File: src/rtl/addsub_pkg.sv
// Shared definitions for the serial add/subtract unit.
//   state_t     : controller states (IDLE, RUN, DONE)
//   ADD / SUB   : encodings of the add_sub operation select
//   calc_nchunk : number of CHUNK_W-wide slices in a DATA_W operand
//   calc_cnt_w  : chunk counter width, never less than one bit
package addsub_pkg;

  typedef enum logic [1:0] {
    IDLE = 2'd0,
    RUN  = 2'd1,
    DONE = 2'd2
  } state_t;

  localparam logic ADD = 1'b1;
  localparam logic SUB = 1'b0;

  function automatic int calc_nchunk(input int data_w, input int chunk_w);
    return (chunk_w < 1) ? 1 : data_w / chunk_w;
  endfunction

  function automatic int calc_cnt_w(input int nchunk);
    return (nchunk <= 1) ? 1 : $clog2(nchunk);
  endfunction

endpackage

File: src/rtl/addsub_chunk.sv
// Combinational W-bit adder slice with carry in/out. The serial unit reuses
// a single instance every cycle, feeding it one operand slice at a time.
//   a, b : operand slices
//   cin  : carry from the previous slice
//   sum  : slice sum
//   cout : carry out of the slice MSB
module addsub_chunk
  import addsub_pkg::*;
#(
  parameter int W = 4
) (
  input  logic [W-1:0] a,
  input  logic [W-1:0] b,
  input  logic         cin,
  output logic [W-1:0] sum,
  output logic         cout
);

  assign {cout, sum} = {1'b0, a} + {1'b0, b} + {{W{1'b0}}, cin};

endmodule

File: src/rtl/addsub_serial.sv
// Multi-cycle add/subtract unit, CHUNK_W bits per clock, LSB chunk first.
//   clk, reset      : clock and asynchronous active-high reset
//   start           : request, accepted in IDLE or DONE
//   dataa, datab    : operands, captured on the accept edge
//   add_sub         : 1 = A+B, 0 = A-B, captured on the accept edge
//   busy            : high while chunks are being summed
//   done            : one-cycle pulse when result/flags update
//   result          : sum or difference (modulo 2^DATA_W)
//   carry           : carry out of MSB (for subtract, 1 = no borrow)
//   overflow        : two's-complement signed overflow
//   zero, negative  : result == 0, result MSB
module addsub_serial
  import addsub_pkg::*;
#(
  parameter int DATA_W  = 16,
  parameter int CHUNK_W = 4
) (
  input  logic              clk,
  input  logic              reset,
  input  logic              start,
  input  logic [DATA_W-1:0] dataa,
  input  logic [DATA_W-1:0] datab,
  input  logic              add_sub,
  output logic              busy,
  output logic              done,
  output logic [DATA_W-1:0] result,
  output logic              carry,
  output logic              overflow,
  output logic              zero,
  output logic              negative
);

  localparam int NCHUNK = calc_nchunk(DATA_W, CHUNK_W);
  localparam int CNT_W  = calc_cnt_w(NCHUNK);
  localparam logic [CNT_W-1:0] LAST = CNT_W'(NCHUNK - 1);

  generate
    if (CHUNK_W < 1) begin : g_bad_chunk
      $error("addsub_serial: CHUNK_W must be at least 1");
    end else if ((DATA_W % CHUNK_W) != 0) begin : g_bad_width
      $error("addsub_serial: DATA_W must be a multiple of CHUNK_W");
    end
  endgenerate

  state_t            state;
  logic [DATA_W-1:0] a_sr;
  logic [DATA_W-1:0] b_sr;
  logic [DATA_W-1:0] b_in;
  logic              c;
  logic              a_msb;
  logic              b_msb;
  logic [CNT_W-1:0]  count;
  logic [CHUNK_W-1:0] chunk_sum;
  logic              chunk_cout;
  logic [DATA_W-1:0] sum_next;

  // Subtraction is A + ~B + 1; the +1 comes from the initial carry.
  assign b_in = add_sub ? datab : ~datab;

  // Operand registers shift right each cycle, so the adder always sees the
  // current chunk in the low CHUNK_W bits.
  addsub_chunk #(.W(CHUNK_W)) u_chunk (
    .a    (a_sr[CHUNK_W-1:0]),
    .b    (b_sr[CHUNK_W-1:0]),
    .cin  (c),
    .sum  (chunk_sum),
    .cout (chunk_cout)
  );

  // Completed chunks collect in a private accumulator that never drives
  // result, so partial sums stay invisible. On the final cycle the current
  // chunk sum becomes the top slice of the full-width value.
  generate
    if (NCHUNK == 1) begin : g_single
      assign sum_next = chunk_sum;
    end else begin : g_multi
      logic [DATA_W-CHUNK_W-1:0] acc;

      always_ff @(posedge clk or posedge reset) begin
        if (reset) begin
          acc <= '0;
        end else if (state == RUN) begin
          acc <= sum_next[DATA_W-1:CHUNK_W];
        end
      end

      assign sum_next = {chunk_sum, acc};
    end
  endgenerate

  // Controller: IDLE/DONE accept a start, RUN consumes one chunk per edge and
  // publishes result and flags on the edge it leaves for DONE.
  always_ff @(posedge clk or posedge reset) begin
    if (reset) begin
      state    <= IDLE;
      a_sr     <= '0;
      b_sr     <= '0;
      c        <= 1'b0;
      a_msb    <= 1'b0;
      b_msb    <= 1'b0;
      count    <= '0;
      busy     <= 1'b0;
      done     <= 1'b0;
      result   <= '0;
      carry    <= 1'b0;
      overflow <= 1'b0;
      zero     <= 1'b0;
      negative <= 1'b0;
    end else begin
      case (state)
        IDLE, DONE: begin
          done <= 1'b0;
          if (start) begin
            a_sr  <= dataa;
            b_sr  <= b_in;
            a_msb <= dataa[DATA_W-1];
            b_msb <= b_in[DATA_W-1];
            c     <= ~add_sub;
            count <= '0;
            busy  <= 1'b1;
            state <= RUN;
          end else begin
            state <= IDLE;
          end
        end
        RUN: begin
          a_sr  <= a_sr >> CHUNK_W;
          b_sr  <= b_sr >> CHUNK_W;
          c     <= chunk_cout;
          count <= count + CNT_W'(1);
          if (count == LAST) begin
            state    <= DONE;
            busy     <= 1'b0;
            done     <= 1'b1;
            result   <= sum_next;
            carry    <= chunk_cout;
            overflow <= (a_msb == b_msb) && (sum_next[DATA_W-1] != a_msb);
            zero     <= (sum_next == '0);
            negative <= sum_next[DATA_W-1];
          end
        end
        default: begin
          state <= IDLE;
          busy  <= 1'b0;
          done  <= 1'b0;
        end
      endcase
    end
  end

endmodule

File: config.mk
export PLATFORM = sky130hd
export DESIGN_NAME = addsub_serial
export DESIGN_NICKNAME = d
export VERILOG_FILES = /design/src/rtl/addsub_pkg.sv /design/src/rtl/addsub_chunk.sv /design/src/rtl/addsub_serial.sv
export SDC_FILE = /design/constraint.sdc
export NUM_CORES = 1
export LEC_CHECK = 0
export ABC_AREA = 1
export CELL_PAD_IN_SITES_DETAIL_PLACEMENT = 2
export CELL_PAD_IN_SITES_GLOBAL_PLACEMENT = 2
export CORE_MARGIN = 1.5
export CORE_UTILIZATION = 35
export CTS_BUF_LIST = sky130_fd_sc_hd__clkbuf_2 sky130_fd_sc_hd__clkbuf_4 sky130_fd_sc_hd__clkbuf_8
export CTS_CLUSTER_DIAMETER = 60
export DETAILED_ROUTE_END_ITERATION = 8
export PLACE_DENSITY_LB_ADDON = 0.1
export SYNTH_ARGS = -nofsm -noshare
export SYNTH_HDL_FRONTEND = slang
export SYNTH_HIERARCHICAL = 1
export SYNTH_SLANG_ARGS = --single-unit
export TNS_END_PERCENT = 50
File: constraint.sdc
create_clock -name clk -period 5.5 [get_ports clk]
set_input_delay 1.1 -clock clk [delete_from_list [all_inputs] [get_ports clk]]
set_output_delay 1.1 -clock clk [all_outputs]
set_load 0.05 [all_outputs]
Word-level counts from Yosys, hierarchy flattened. Cells that the tools add are included. Widths: inputs -> output; s select.

Add/sub/neg operators: 3. Eq/ne operators: 7. Muxes and demuxes: 17. Bitwise gates (word level): 2. Reductions and logical operators: 9.

Operator list (number): $pmux 16 s2 (2); $mux 16 (3); $logic_not 16->1 (1); $not 16->16 (1); $pmux 2 s2 (2); $reduce_and 2->1 (4); $mux 1 (6); $add 4x4->5 (1); $add 5x1->5 (1); $eq 2x2->1 const B (2); $mux 2 (2); $pmux 1 s2 (2); $add 2x1->2 const B (1); $eq 2x1->1 const B (1); $logic_not 2->1 (1); $ne 2x1->1 const B (1); $ne 2x2->1 const B (1); $reduce_bool 2->1 (1); $reduce_or 2->1 (1); $eq 1x1->1 (1); $logic_and 1x1->1 (1); $ne 1x1->1 (1); $not 1->1 (1).

Bits in registers: 73. Bits of input ports: 36. Output and inout bits: 22. Word-level logic and storage cells: 53.

Depth between registers and ports, before layout. Gate-level depths: netlist (run 1).

Depth after elaboration: 4. Mapped depth: 10. Gate-level depth less buffers: 10.

Hierarchy. Netlist (run 1), hierarchy kept.

By module, submodules not included: addsub_serial (instances 1, cells an instance 360, area an instance 3079.2 sq um, sequential area each 1776.7 sq um); addsub_chunk (instances 1, cells an instance 25, area an instance 165.2 sq um, sequential area each 0.0 sq um).

Worst setup path before layout (run 1). Ideal clock, no wire load.

Path type: register to output. Start: reg result[15]. End: out result[15]. Data arrival time: 0.904 ns. Required time: 4.400 ns. Slack: 3.496 ns. Cell stages (with the launch flop): 2. Path buffers: 1. Path through: dfrtp_1 -> buf_4.

RTL lines: start: declaration (RTL line addsub_serial.sv:26) `output logic [DATA_W-1:0] result,`; start signal: assignment (RTL line addsub_serial.sv:135) `result <= sum_next;`.

No word-level cell between the ends.

Worst setup path in the final report (run 1).
Start: in start. End: reg b_sr[13].

Word-level cells in the longest chain between the ends: 2.

Ends and longest elaborated chain: start: declaration (RTL line addsub_serial.sv:20) `input logic start,`; $ne 2x2->1 (no source line); $reduce_and 2->1 (no source line); end signal: assignment (RTL line addsub_serial.sv:115) `b_sr <= b_in;`; end signal: assignment (RTL line addsub_serial.sv:128) `b_sr <= b_sr >> CHUNK_W;`; end: declaration (RTL line addsub_serial.sv:47) `logic [DATA_W-1:0] b_sr;`.

Every way passes these cells. A chain may end at the register's enable or synchronous reset.

==> results by group, run 1 <==
Floorplan
  • Core Footprint: 0.00885 mm^2
  • Die Footprint: between 0.009 and 0.01 mm^2
  • Chip Width: 99.3 um
  • Die height: 99.3 um
  • Starting density of the core: 36.7%
  • Number of core rows: 34
  • I/O pins: 58

Critical path
  • Flop2flop setup slack: approximately 3200 ps
  • Critical Path Fanout Max: 29
  • WP data arrival: 3000 ps
  • Critical path launch point type: input port
  • Setup crit start: start
  • Crit end category: flip-flop
  • Required @ worst endpoint: 5760 ps
  • Reg2Reg Launch Point: state[0]
  • Setup Crit Path Kind: input port to flip-flop

Min path
  • Hold path start: result[8]
  • Hold WC Path Type: flip-flop to flip-flop

Clock network
  • Clock root cell: clkbuf_8
  • Reg clk slew, reported paths: 70 ps
  • CTS resizes: 0
  • CTS tree: built
  • Setup Buffers After CTS: 0
  • CTS Buf Count: 9
  • Skew-Pair Late Insertion Delay: 340 ps
  • Number of H-tree levels: 3
  • Post-CTS Hold Buffers: 0
  • Clock sink total: 71
  • CTS Buffer Depth: 2

STA
  • Fmax: 365 MHz
  • Clk_skew: 14.1 ps
  • Final setup vio count: 0
  • RSZ-0062 raised after global routing: false
  • Setup_tns: 0 ps
  • Hold Fails Final Rpt: 0
  • Final min period: 2740 ps
  • Slew HR: 20.6%
  • Worst slew pin tran: 1190 ps
  • Tcrit/Tclk final: 49.8%
  • Pins Over Slew Limit: 0
  • Worst setup margin: 2760 ps

GRT
  • Total Routing Usage GR: 18.8%
  • Global route total overflow: 0
  • Via count of the first global-routing pass: 3001
  • Global-route wire length before repair: between 10000 and 15000 um
  • Pin count of the biggest net entering global routing: 46
  • Initial antenna violation count: 0

Job
  • Max-cap violations: 0

Synth
  • Post-synth top area share: 54.8%
  • Synth top area cells: dfrtp_1 (55%), nand2_1 (19%), o21ai_0 (4.0%)
  • Syn Inst Count: about 390
  • Flop and latch count out of synthesis: 71
  • Post-Syn Area per Cell: between 8 and 9 um^2
  • Synth warn: 6
  • Synthesized cell area: 0.00324 mm^2
  • Register area share after synthesis: 54.8%
  • Area leader, netlist: dfrtp_1
  • Yosys cell types: 23
  • Syn nets: 427

Power and ir drop
  • Clock power frac: between 10% and 20%
  • Pwr/cell area: 624 mW/mm^2
  • Int Pwr: 1.33 mW
  • Sequential Power Share: 36.7%
  • Leakage Power: 1.92 nW
  • Sw Pwr: 1.16 mW
  • Sw frac: 46.6%
  • Max IR drop VDD: between 0.00015 and 0.0002 V
  • Comb power frac: 49.0%

Detailed routing
  • Drt drc: 0
  • 1st-pass router iterations: 4
  • Post-route ant nets: 0
  • Initial DRC Count: between 40 and 50
  • WL/cell: around 16 um
  • Via count: ~2.7k
  • Routed Wire Length: 8510 um
  • Vias per inst: 4.98

Placement
  • RD Place Congestion: 0.751
  • Final HPWL DP: 5970 um
  • # placed instances: 533
  • Input/output buffers: 57
  • DP Worst Slack: 2340 ps

Cells and area
  • Post-Layout Cell Count: ~550
  • Antenna fix cells: 0
  • Layout area overhead: 23.3%
  • Share of cells above drive strength 1: 5.25%
  • Final-stage net count: about 480

Run status
  • Status: finished clean
-- flip-flops by register name, indices dropped and copies added, names as in the netlist --
name         count
b_msb            1
count            2
c                1
result          16
done             1
busy             1
b_sr            16
overflow         1
g_multi.acc     12
zero             1
a_sr            16
a_msb            1
state            1
carry            1
-- worst paths after layout --
| kind | end | cells after the start |
|---|---|---|
| setup / recovery | b_sr[13] | 5 |
| hold / removal | result[8] | 2 |
| setup reg to reg | b_sr[10] | 4 |
| hold reg to reg | result[8] | 2 |
| max in group asynchronous | c | 3 |
| min in group asynchronous | a_sr[11] | 2 |
-- routing by layer --
metal / share of wire (%) / global-route usage [%] / routed length (um) / up-vias
met5: 0 / 0 / 0 / -
met4: 0.88 / 5.53 / 75 / 0
met3: 2.6 / 2.67 / 219 / 7
met2: 53 / 34.4 / 4510 / 42
met1: 44 / 22.9 / 3710 / 1367
li1: - / - / - / 1302
-- power groups by stage --
stage / Sequential, mW / Clock, mW / Combinational [mW]
2_1_floorplan: 1.10 / 0 / 0.693
3_3_place_gp: 0.916 / 0 / 1.18
3_5_place_dp: 0.925 / 0 / 1.25
4_1_cts: 0.919 / 0.371 / 1.26
5_1_grt: 0.948 / 0.387 / 1.38
6_report: 0.916 / 0.357 / 1.22
-- critical path, cell delays in order --
cell and delay, ps:
clkdlybuf4s50_1 530, inv_1 70, nor2_2 890, o21ai_0 230
o21ai_1 180
-- cells in the final DEF (no fill, tap or decap), drive strengths merged --
| cell type | n |
|---|---|
| a21oi | 6 |
| buf | 1 |
| clkbuf | 11 |
| clkdlybuf4s50 | 57 |
| clkinv | 2 |
| dfrtp | 71 |
| fa | 2 |
| ha | 4 |
| inv | 29 |
| nand2 | 167 |
| nand3 | 16 |
| nor2 | 23 |
| o211ai | 14 |
| o21ai | 28 |
| o22ai | 1 |
| xnor2 | 4 |
| xor2 | 2 |
-- cell usage after synthesis --
cell type  count
a21oi_1        6
buf_2          9
buf_4          4
buf_6          3
clkbuf_1       2
dfrtp_1       71
fa_1           2
ha_1           4
inv_1         27
inv_2          2
nand2_1      165
nand2_2        1
nand2_4        1
nand3_1       15
nand3_2        1
nor2_1        23
o211ai_1      12
o211ai_2       2
o21ai_0       26
o21ai_1        2
o22ai_1        1
xnor2_1        4
xor2_1         2
-- cells by family after synthesis --
logic type | synth area share (%)
flip-flops | 54.8
buffers and inverters | 6.94
AND/OR/NAND/NOR | 24.9
adder cells (fa/ha/maj) | 2.78
AO/OA/AOI/OAI | 8.99
XOR/XNOR | 1.62
-- per-stage QoR --
| step | power [mW] | instance area, um^2 | hold slack (ps) | util, % |
|---|---|---|---|---|
| finish | 2.50 | 4000 | 481 | 45.2 |
| global route | 2.72 | 4000 | 509 | 45.2 |
| CTS | 2.55 | 4000 | 486 | 45.2 |
| detailed placement | 2.17 | 3840 | 467 | 43.4 |
| global placement | 2.10 | 3840 | 455 | 43.4 |
| floorplan | 1.79 | 3240 | 446 | - |
-- area by class of cell --
cell class              count  area [um^2]
fillers                  1022         4850
clock inverters             2         10.0
repair buffers             58          578
well taps                 108          135
clock buffers              11          145
flip-flops and latches     71         1780
multi-input cells         267         1240
inverters                  29          109
No activity file was read; power rests on OpenSTA's default activity.
==> run 2: changes to the inputs <==
--- a/config.mk
+++ b/config.mk
@@ -9,7 +9,7 @@
 export CELL_PAD_IN_SITES_DETAIL_PLACEMENT = 2
 export CELL_PAD_IN_SITES_GLOBAL_PLACEMENT = 2
 export CORE_MARGIN = 1.5
-export CORE_UTILIZATION = 35
+export CORE_UTILIZATION = 29
 export CTS_BUF_LIST = sky130_fd_sc_hd__clkbuf_2 sky130_fd_sc_hd__clkbuf_4 sky130_fd_sc_hd__clkbuf_8
 export CTS_CLUSTER_DIAMETER = 60
 export DETAILED_ROUTE_END_ITERATION = 8
==> constraint.sdc (replaced) <==
create_clock -name clk -period 2.38 [get_ports clk]
set_input_delay 0.476 -clock clk [delete_from_list [all_inputs] [get_ports clk]]
set_output_delay 0.476 -clock clk [all_outputs]
set_load 0.05 [all_outputs]
==> results by group, run 2 (synthesis gave the netlist of run 1 again) <==
Cells and area
  • Antenna fix cells: 0
  • Final-stage net count: 487
  • Post-Layout Cell Count: 590
  • Layout area overhead: 27.5%
  • Most frequent cells in the layout: nand2_1 (165), dfrtp_1 (71), clkdlybuf4s50_1 (57)
  • Share of cells above drive strength 1: ~7.8%
  • Commonest non-fill, non-tap cell in the layout: nand2_1
  • Largest regs: a_sr (16), b_sr (16), result (16)

STA
  • Final min period: 2010 ps
  • RSZ-0062 raised after global routing: false
  • Worst slew pin tran: 505 ps
  • Hold slack final: 410 ps
  • Clk_skew: 7.54 ps
  • Fmax: 498 MHz
  • Pins Over Slew Limit: 0
  • Final setup vio count: 0
  • Hold Fails Final Rpt: 0
  • Setup_tns: 0 ps
  • Tcrit/Tclk final: 84.4%
  • Slew HR: 66.3%

Critical path
  • CP Buf/Inv Count: 1
  • Critical Path Fanout Max: 3
  • Required @ worst endpoint: 1900 ps
  • Crit end category: output pin
  • Setup Crit Path Kind: flip-flop to output pin
  • Max incr delay on CP: 810 ps
  • CP top delay family: buffers and inverters
  • WP data arrival: 1530 ps
  • Slowest-stage cell, CP: clkdlybuf4s50_1
  • Critical path launch point type: flip-flop
  • Cell Chain, Critical Path: clkdlybuf4s50_1

Detailed routing
  • WL/cell: about 15 um
  • Via count: 2738
  • Post-route ant nets: 0
  • Drt drc: 0
  • 1st-pass router iterations: 4
  • Initial DRC Count: 59
  • Routed Wire Length: 8590 um
  • Vias per inst: between 4 and 5

Placement
  • # placed instances: 574
  • Final HPWL DP: between 6000 and 7000 um
  • Input/output buffers: 57
  • RD Place Congestion: 0.728

GRT
  • Total Routing Usage GR: 16.5%
  • Initial antenna violation count: 0
  • Via count of the first global-routing pass: approximately 3.0k
  • Global route total overflow: 0
  • Global-route wire length before repair: 14800 um
  • Pin count of the biggest net entering global routing: 38

Run status
  • Status: finished clean

Floorplan
  • Core Footprint: 0.0109 mm^2
  • I/O pins: 58
  • Starting density of the core: a little under 30%
  • Chip Width: 109 um
  • Die Footprint: 0.0118 mm^2
  • Number of core rows: 38
  • Die height: 109 um

Clock network
  • Number of H-tree levels: 3
  • CTS Buf Count: 9
  • Clock root cell: clkbuf_8
  • Clock sink total: 71
  • CTS Buffer Depth: 2
  • CTS resizes: 0
  • Skew-Pair Late Insertion Delay: around 350 ps
  • CTS tree: built
  • Setup Buffers After CTS: 0
  • Post-CTS Hold Buffers: 0
  • Reg clk slew, reported paths: 70 ps

Job
  • Max-cap violations: 0

Power and ir drop
  • Leakage Power: 1.97 nW
  • Max IR drop VDD: 0.000448 V
  • Pwr/cell area: about 1400 mW/mm^2

Min path
  • Hold WC Path Type: input port to asynchronous set/reset pin
-- run 2: layout make-up --
type	count	area, um^2
tap	140	175
multi-input combinational	267	1240
inverter	29	109
clock inverter	1	5.00
clock buffer	15	169
sequential	71	1780
fill	1229	6750
timing repair buffer	67	658
-- run 2: where the power goes --
group | switching [mW] | internal [mW]
registers | 0.362 | 1.76
clock network | 0.432 | 0.448
logic | 1.88 | 0.961
total | 2.67 | 3.17
-- run 2: per-stage QoR --
stage / instance area [um^2] / total power [mW] / worst slack, ps / utilization, %
global route: 4140 / 6.41 / 298 / 38.0
floorplan: 3240 / 4.14 / 107 / -
CTS: 4140 / 5.99 / 326 / 38.0
global placement: 3960 / 4.95 / 484 / 36.4
finish: 4140 / 5.84 / 372 / 38.0
detailed placement: 3960 / 5.07 / 425 / 36.4
-- run 2: path summary, 6_finish.rpt --
kind	endpoint	from	slack, ps	cells after the start
worst max register to register	zero	a_sr[0]	530	9
worst min-delay path	b_sr[6]	reset	410	2
worst max-delay path	result[15]	result[15]	370	1
min in group clk	result[9]	result[9]	480	2
max in group asynchronous	b_sr[13]	reset	1440	3
worst min register to register	result[9]	result[9]	480	2
-- run 2: routing by layer --
metal	GRT usage, %	up-vias	part of all wire [%]
li1	-	1324	-
met1	20.5	1354	45
met2	28.3	48	50
met3	2.51	12	2.9
met4	7.33	0	1.8
met5	0	-	0
==> run 3: changes to the inputs <==
==> constraint.sdc (replaced) <==
create_clock -name clk -period 1.75 [get_ports clk]
set_input_delay 0.35 -clock clk [delete_from_list [all_inputs] [get_ports clk]]
set_output_delay 0.35 -clock clk [all_outputs]
set_load 0.05 [all_outputs]
==> results by group, run 3 (synthesis gave the netlist of run 1 again) <==
Run status
  • Status: finished clean

Power and ir drop
  • Pwr/cell area: 1950 mW/mm^2
  • Max IR drop VDD: 0.000721 V
  • Leakage Power: 2.03 nW
  • Pwr Total: 8.15 mW

Clock network
  • CTS tree: built
  • CTS Buffer Depth: 2
  • Reg clk slew, reported paths: 70 ps
  • Clock sink total: between 70 and 80
  • Post-CTS Hold Buffers: 0
  • Clock root cell: clkbuf_8
  • Skew-Pair Late Insertion Delay: 340 ps
  • Number of H-tree levels: 3
  • CTS Buf Count: 9

Detailed routing
  • Via count: 2757
  • Drt drc: 0
  • Initial DRC Count: 72
  • Routed Wire Length: 8780 um
  • Vias per inst: 4.63
  • 1st-pass router iterations: 4
  • Post-route ant nets: 0
  • WL/cell: 14.7 um

Cells and area
  • Share of cells above drive strength 1: 16.0%
  • Final Cell Area: 0.00418 mm^2
  • Post-Layout Cell Count: 596
  • Layout area overhead: 28.8%
  • Final-stage net count: 494
  • Largest regs: a_sr (16), b_sr (16), result (16)
  • Antenna fix cells: 0
  • Most frequent cells in the layout: nand2_1 (164), dfrtp_1 (71), buf_4 (36)
  • Commonest non-fill, non-tap cell in the layout: nand2_1
  • Final core occ: 38.4%

GRT
  • Pin count of the biggest net entering global routing: 51
  • Via count of the first global-routing pass: 3035
  • Initial antenna violation count: 0
  • Total Routing Usage GR: approximately 16%
  • Met1 Usage GRT: 19.0%
  • Global route total overflow: 0
  • Grt met2 use: 30.4%
  • Met3 Use GR: 3.11%
  • GR peak layer: met2
  • Global-route wire length before repair: between 10000 and 15000 um

STA
  • Clk_skew: 11.9 ps
  • Final setup vio count: 0
  • Hold slack final: about 440 ps
  • Pins Over Slew Limit: 0
  • Worst setup margin: ~1.9 ps
  • Final min period: 1750 ps
  • Slew HR: about two thirds
  • Hold Fails Final Rpt: 0
  • Worst slew pin tran: 497 ps
  • RSZ-0062 raised after global routing: true
  • Tcrit/Tclk final: 99.9%
  • Fmax: approximately 570 MHz
  • Setup_tns: 0 ps

Critical path
  • Critical Path Fanout Max: 2
  • Setup crit start: a_sr[0]
  • Cell Chain, Critical Path: fa_2 > inv_2 > fa_2 > inv_2 > nor2_2 > nand2_1 > nor2_1 > nand3_1 > nand2_1
  • CP Buf/Inv Count: 2
  • Reg2Reg Launch Point: a_sr[0]
  • CP top delay family: adder cells
  • Slowest-stage cell, CP: fa_2
  • WP data arrival: a little under 2000 ps
  • Crit end category: flip-flop
  • Setup Crit Path Kind: flip-flop to flip-flop
  • Critical path launch point type: flip-flop
  • Required @ worst endpoint: 1980 ps
  • Max incr delay on CP: 430 ps

Min path
  • Hold WC Path Type: input port to asynchronous set/reset pin

Placement
  • Input/output buffers: 57
  • Final HPWL DP: 6410 um
  • DP Worst Slack: -47.9 ps
  • RD Place Congestion: 0.717
  • DP Area: 0.00397 mm^2
  • # placed instances: 578

Floorplan
  • I/O pins: 58
  • Chip Width: 109 um
  • Number of core rows: 38
  • Die Footprint: 0.0118 mm^2
  • Starting density of the core: 29.8%
  • Die height: 109 um
  • Core Footprint: 0.0109 mm^2

Job
  • Max-cap violations: 0
[run 3: changes by cell type in the layout (fill, tap and decap cells not counted), sizes merged]
cell / previous run / this run
buf: 10 / 39
clkdlybuf4s50: 57 / 35
clkbuf: 15 / 11
clkinv: 1 / 3
clkinvlp: 0 / 2
inv: 29 / 28
[run 3: area by class of cell]
cell class	instances	area [um^2]
clock buffers	11	145
well taps	140	175
fillers	1248	6710
clock inverters	4	22.5
flip-flops and latches	71	1780
multi-input cells	267	1270
inverters	29	113
repair buffers	74	681
[run 3: timing repair]
action                                 4_1_cts  5_1_grt
setup endpoints to repair                    2        3
buffers inserted                             1        2
endpoints found under the hold margin        0        0
gates resized for setup                      4        9
pin swaps                                    1        9
[run 3: final timing paths]
path	cells after the start	slack, ps	end
max in group asynchronous	3	1060	b_sr[15]
worst max-delay path	9	2	zero
worst max register to register	9	2	zero
min in group clk	2	480	busy
worst min register to register	2	480	busy
worst min-delay path	3	440	count[0]
[run 3: power breakdown]
part	internal (mW)	leakage (nW)	total, mW	switching [mW]
Clock	0.555	0.0884	1.17	0.613
Combinational	1.43	1.05	4.10	2.67
Sequential	2.39	0.894	2.88	0.492
[run 3: worst min-delay path, cell delays in order]
cell and delay (ps):
clkdlybuf4s50_1 440, clkinvlp_4 110, buf_12 260
[run 3: layer usage]
metal	routed length, um	part of all wire, %
met3	246	2.8
met2	4620	53
met5	0	0
met1	3820	44
met4	91	1.0
